<file path="src/rtl/instruction_fetch.sv">
// instruction_fetch -- single-issue instruction fetch stage with a one-entry
// skid register between the instruction memory and the IF/ID buffer.
//
// Parameters:
//   RESET_VECTOR        first fetch address after reset (word aligned)
// Ports:
//   clock               rising-edge clock
//   reset               synchronous, active-high; overrides all other inputs
//   stall               IF/ID buffer must hold; if_* outputs freeze
//   branch_enable       redirect request from decode (ignored while stalled)
//   branch_target       redirect address, bits [1:0] ignored
//   imem_request        instruction memory read request (FETCH state only)
//   imem_address        word-aligned fetch address (the current pc)
//   imem_ready          imem_data valid this cycle
//   imem_data           fetched instruction word
//   if_program_counter  registered pc of the presented instruction
//   if_instruction      registered instruction, 0 (NOP) when not valid
//   if_valid            if_instruction holds a real fetched instruction
// Build option:
//   INSTRUCTION_FETCH_DELAY_SLOT_EN  branch delay slot: the word fetched in
//   the branch cycle (or the skid entry) is delivered, and the target is
//   applied afterwards, via a pending-branch register when no word arrived.
//
// state | meaning
// FETCH | request issued at pc; responses go straight to the if_* outputs
// HOLD  | skid holds a word captured under stall; no request issued
module instruction_fetch #(
  parameter logic [31:0] RESET_VECTOR = 32'h0000_0000
) (
  input  logic        clock,
  input  logic        reset,
  input  logic        stall,
  input  logic        branch_enable,
  input  logic [31:0] branch_target,
  output logic        imem_request,
  output logic [31:0] imem_address,
  input  logic        imem_ready,
  input  logic [31:0] imem_data,
  output logic [31:0] if_program_counter,
  output logic [31:0] if_instruction,
  output logic        if_valid
);

  localparam logic [0:0] FETCH = 1'b0;
  localparam logic [0:0] HOLD  = 1'b1;

  logic [0:0]  state;
  logic [31:0] pc;
  logic [31:0] skid_pc;
  logic [31:0] skid_data;
  logic [31:0] target_aligned;
  logic [31:0] next_seq_pc;
  logic        unused_target_bits;

  assign target_aligned     = {branch_target[31:2], 2'b00};
  assign unused_target_bits = ^branch_target[1:0];

`ifdef INSTRUCTION_FETCH_DELAY_SLOT_EN
  logic        pending;
  logic [31:0] pending_target;

  // A branch recorded while waiting for its delay slot replaces pc+4 once
  // that delay-slot word has been taken.
  assign next_seq_pc = pending ? pending_target : pc + 32'd4;
`else
  assign next_seq_pc = pc + 32'd4;
`endif

  // Reset gates the request combinationally so no fetch leaves during reset.
  assign imem_request = (state == FETCH) && !reset;
  assign imem_address = pc;

  always_ff @(posedge clock) begin
    if (reset) begin
      state              <= FETCH;
      pc                 <= RESET_VECTOR;
      skid_pc            <= 32'd0;
      skid_data          <= 32'd0;
      if_program_counter <= 32'd0;
      if_instruction     <= 32'd0;
      if_valid           <= 1'b0;
`ifdef INSTRUCTION_FETCH_DELAY_SLOT_EN
      pending            <= 1'b0;
      pending_target     <= 32'd0;
`endif
    end else if (stall) begin
      // Outputs frozen; a word arriving now is parked and fetching pauses.
      if (state == FETCH && imem_ready) begin
        skid_pc   <= pc;
        skid_data <= imem_data;
        pc        <= next_seq_pc;
        state     <= HOLD;
`ifdef INSTRUCTION_FETCH_DELAY_SLOT_EN
        pending   <= 1'b0;
`endif
      end
    end else if (branch_enable) begin
`ifdef INSTRUCTION_FETCH_DELAY_SLOT_EN
      if (state == HOLD) begin
        if_program_counter <= skid_pc;
        if_instruction     <= skid_data;
        if_valid           <= 1'b1;
        pc                 <= target_aligned;
        pending            <= 1'b0;
        state              <= FETCH;
      end else if (imem_ready) begin
        if_program_counter <= pc;
        if_instruction     <= imem_data;
        if_valid           <= 1'b1;
        pc                 <= target_aligned;
        pending            <= 1'b0;
      end else begin
        // Delay slot still outstanding: keep fetching pc, remember target.
        if_instruction     <= 32'd0;
        if_valid           <= 1'b0;
        pending            <= 1'b1;
        pending_target     <= target_aligned;
      end
`else
      // Redirect squashes both the in-flight response and the skid entry.
      pc             <= target_aligned;
      if_instruction <= 32'd0;
      if_valid       <= 1'b0;
      state          <= FETCH;
`endif
    end else if (state == HOLD) begin
      if_program_counter <= skid_pc;
      if_instruction     <= skid_data;
      if_valid           <= 1'b1;
      state              <= FETCH;
    end else if (imem_ready) begin
      if_program_counter <= pc;
      if_instruction     <= imem_data;
      if_valid           <= 1'b1;
      pc                 <= next_seq_pc;
`ifdef INSTRUCTION_FETCH_DELAY_SLOT_EN
      pending            <= 1'b0;
`endif
    end else begin
      if_instruction <= 32'd0;
      if_valid       <= 1'b0;
    end
  end

endmodule

</file>
<file path="config.mk">
export PLATFORM = sky130hd
export DESIGN_NAME = instruction_fetch
export DESIGN_NICKNAME = d
export VERILOG_FILES = /design/src/rtl/instruction_fetch.sv
export SDC_FILE = /design/constraint.sdc
export NUM_CORES = 1
export LEC_CHECK = 0
export BUFFER_PORTS_ARGS = -buffer_cell sky130_fd_sc_hd__clkbuf_2
export CAP_MARGIN = 20
export CORE_MARGIN = 2
export CORE_UTILIZATION = 35
export CTS_CLUSTER_SIZE = 16
export DETAILED_ROUTE_END_ITERATION = 7
export PLACE_DENSITY = 0.6
export SLEW_MARGIN = 20
export SYNTH_ARGS = -nofsm -noshare
export SYNTH_HDL_FRONTEND = slang
export SYNTH_SLANG_ARGS = --single-unit
</file>
<file path="constraint.sdc">
create_clock -name clock -period 3.4 [get_ports clock]
set_input_delay 0.34 -clock clock [delete_from_list [all_inputs] [get_ports clock]]
set_output_delay 0.34 -clock clock [all_outputs]
set_load 0.005 [all_outputs]
</file>
**Word-level counts from Yosys, hierarchy flattened**

Cells that the tools add are included.
Widths: inputs -> output; s select.

- Memories: 0
- Word-level logic and storage cells: 35
- Memory bits (writable): 0
- Output and inout port bits: 98
- Bits in latches: 0
- Flip-flop bits (word level): 162
- Memory bits (read-only): 0

- Reduce and logical (&&, ||, !) cells: 9
- Multiply operators: 0
- Order comparisons: 0
- Div/mod/pow operators: 0
- Equal/unequal tests: 2
- Shift operators: 0
- Add/subtract/negate cells: 1
- Muxes and demuxes: 13
- Bitwise gates (word level): 3

Operator list:

| cell | number |
|---|---|
| $mux 32 | 10 |
| $add 32x3->32 const B | 1 |
| $reduce_and 3->1 | 2 |
| $mux 1 | 3 |
| $ne 3x3->1 const B | 1 |
| $not 1->1 | 3 |
| $reduce_bool 3->1 | 1 |
| $logic_and 1x1->1 | 2 |
| $ne 2x1->1 const B | 1 |
| $reduce_and 2->1 | 1 |
| $reduce_bool 2->1 | 1 |
| $reduce_or 2->1 | 1 |
| $logic_not 1->1 | 1 |

**Depth between registers and ports, before layout**

- Depth in word-level cells: 5
- Depth in mapped cells: 8
- Gate-level depth less buffers: 6

**Least setup slack after synthesis**

OpenSTA, ideal clock, no wires.

- Path kind: register -> register
- From: register pc[14] (netlist: imem_address[14])
- To: register pc[24] (netlist: imem_address[24])
- Data arrival time: 1.604 ns
- Path slack: 1.710 ns
- Path buffers: 1
- Stages on the path, launching flop included: 7
- Data required time: 3.314 ns
- Cells stage by stage: dfxtp_1 clkbuf_1 nand4_1 nor4_4 nand4_1 xor2_1 a211oi_1

- Longest elaborated chain between the ends: 5
- Elaborated cells on any way between the ends: 6

Ends and longest elaborated chain:

| element | line | RTL |
|---|---|---|
| from (decl) | 48 | `logic [31:0] pc;` |
| from (signal assigned) | 91 | `pc <= next_seq_pc;` |
| from (signal assigned) | 121 | `pc <= target_aligned;` |
| from (signal assigned) | 135 | `pc <= next_seq_pc;` |
| $add 32x3->32 (*) | 66 | `assign next_seq_pc = pc + 32'd4;` |
| $mux 32 | 131 | `end else if (imem_ready) begin` |
| $mux 32 | 126 | `end else if (state == HOLD) begin` |
| $mux 32 | 97 | `end else if (branch_enable) begin` |
| $mux 32 (*) | 86 | `end else if (stall) begin` |

Mark *: on every way between the ends. The rest lies on a longest branch, timed or not. The select of a mux whose other input is x is not followed.
A chain may end at the register's enable or synchronous reset.

**Worst setup path in the final report**

- From: register state
- To: output port imem_request

- Longest elaborated chain between the ends: 2

Ends and longest elaborated chain:

| element | line | RTL |
|---|---|---|
| from (decl) | 47 | `logic [0:0] state;` |
| from (signal assigned) | 75 | `state <= FETCH;` |
| from (signal assigned) | 92 | `state <= HOLD;` |
| from (signal assigned) | 124 | `state <= FETCH;` |
| $not 1->1 | 70 | `assign imem_request = (state == FETCH) && !reset;` |
| $logic_and 1x1->1 | 70 |  |
| to (decl) | 35 | `output logic imem_request,` |

Every way passes these cells.

==> out/qor.yml <==
synth-async-reset-ratio: 0
synth_edf_count: 0
max_stage_delay_ps: 740
cp-start-kind: "flop"
final_common_cell: "nand2_1"
n_antenna_cell: 0
grt_overflow: 0
worstPathMaxFanout: 57
core.rowCount: 50
synth_seq_area_share: 0.4722
routed_wirelength_mm: 17.79
viasPerCell: 4.955
grt_pass1_vias: 5321
antenna_found_initial: 0
vdd_drop_max_uv: 328.5
io_buffers: 160
clock_sinks: 156
drv_slew: 0
fin_skew_ps: 10.74
drt_iter0_markers: 324
initial_core_util: 0.3548
dp.final_hpwl_mm: 11.83
power_density_nw_per_um2: 532.3
cts_buffers: 17
crit_chain: "buf_4 -> nor2_1 -> clkbuf_2"
gp_congestion: 0.7528
cts_hold_buf: 0
cap_violations: 0
ctsHtreeMaxLevel: 4
track_usage: 0.1780
rsz0062_at_grt: "no"
drcViolationCount: 0
grt_pass1_wl_mm: 28.27
fp.coreArea_um2: 18640
pre_cts_ws_ps: 931.9
wl_per_cell_um: 14.74
cts_setup_buffers: 0
cts_tree: "done"
insertion_delay_ps: 420
fp.dieW_um: 141.5
root_buffer: "clkbuf_16"
die_y_um: 141.5
timing.fmax_mhz: 413.0
dr.pass1.iters: 4
path_clk_slew_ps: 60
outcome: "finished clean"
crit_path_end_kind: "output port"
holdWs_ps: 126.5
syn-cell-area_um2: 6614
p_leak_nw: 3.250
setup_tns_ps: 0
syn_inst: 837
synth_top_cell_by_area: "dfxtp_1"
max-clock-path-buffers: 2
cts-resized-gates: 0
yosys_warnings: 0
avgSynthCellArea_um2: 7.902
hp-class: "primary input to flop"
worst_slack_ps: 978.7
drive_above_1_share: 0.2230
slowest_stage: "dfxtp_4"
worst-path-buf-inv: 2
num_vias: 5981
hold_viol: 0
max_slew_margin: 0.2764
most-common-layout-cells: "nand2_1, clkbuf_2, dfxtp_1"
arrival_ps: 2080
crit_family: "buffers and inverters"
synth_area_leaders: "dfxtp_1, nand2_1, a21oi_1"
yosysTopAreaCellShare: 0.4722
synth_flop_cell: "dfxtp_1"
ys_types: 36
critPathKind: "flop to output port"
area_growth_pct: 23.19
nNetsFinal: 1030
dieArea_um2: 20010
fin_crit_sh: 0.7122
worst_pin_slew_ps: 1085
period_needed_ps: 2421
setup_viol: 0
worstPathRequired_ps: 3060
ant_nets: 0
io_pins: 167
grt_max_degree: 58
ys_seq_elements: 156
report_power, final:
| group | switching (mW) | internal, mW |
|---|---|---|
| clock | 0.812 | 1.14 |
| sequential | 0.0857 | 1.91 |
| combinational | 0.232 | 0.163 |
sequential cells by signal, indices dropped and copies added, names as in the netlist:
name	cells
if_valid	1
imem_address	30
if_instruction	32
state	1
skid_data	32
if_program_counter	30
skid_pc	30
layout make-up:
type                    count  area (um2)
fillers                  1892       10500
multi-input cells         608        3204
flip-flops and latches    156        3127
repair buffers            171       898.4
clock buffers              19       452.9
well taps                 234       292.8
clock inverters            13       150.1
inverters                   6       22.52
cells in the mapped netlist (all sizes together), types with 3 or more instances:
cell    number
xor2        19
nor2b        4
a211oi      55
mux2i       31
inv          6
xnor2        7
clkbuf      53
nor3         7
nand4       18
nand2      201
o21ai       35
and2         3
a21oi       95
nor2       102
nand3       10
dfxtp      156
buf         17
nand2b       3
final timing paths:
check	depth (start not counted)	endpoint	slack, ps	from
setup / recovery	3	imem_request	980	state
hold / removal	3	imem_address[31]	130	branch_target[31]
setup reg to reg	5	skid_pc[24]	1100	state
hold reg to reg	2	if_instruction[23]	450	if_instruction[23]
metrics by stage:
stage          cells  power (mW)  utilization  cell area (um2)
3_3_place_gp    1175       2.431       0.4047             7545
4_1_cts         1207       4.396       0.4370             8148
3_5_place_dp    1175       2.436       0.4047             7545
2_1_floorplan    840       2.258            -             6625
5_1_grt         1207       4.530       0.4370             8148
6_report        1207       4.337       0.4370             8148
worst min-delay path: stages:
cell,delay [ps]
clkbuf_2,80
nand2_1,40
o21ai_0,50
per-layer routing:
layer	global-route usage	part of all wire	up-vias
met5	0	0	-
met4	0.04789	0.0088	0
met3	0.05501	0.067	12
met2	0.2793	0.45	173
met1	0.2385	0.47	2708
li1	-	-	3088
logic make-up after synthesis:
logic type | Yosys count | share of synthesized area
AOI/OAI and AO/OA | 189 | 0.1659
xor gates and xnor gates | 26 | 0.03443
adders and majority gates | 1 | 0.001891
buffers and inverters | 76 | 0.04710
DFF | 156 | 0.4722
muxes | 31 | 0.04692
other | 1 | 0.0005670
and+or+nand+nor | 357 | 0.2310
Note: power is estimated with default switching activity, not from simulation.
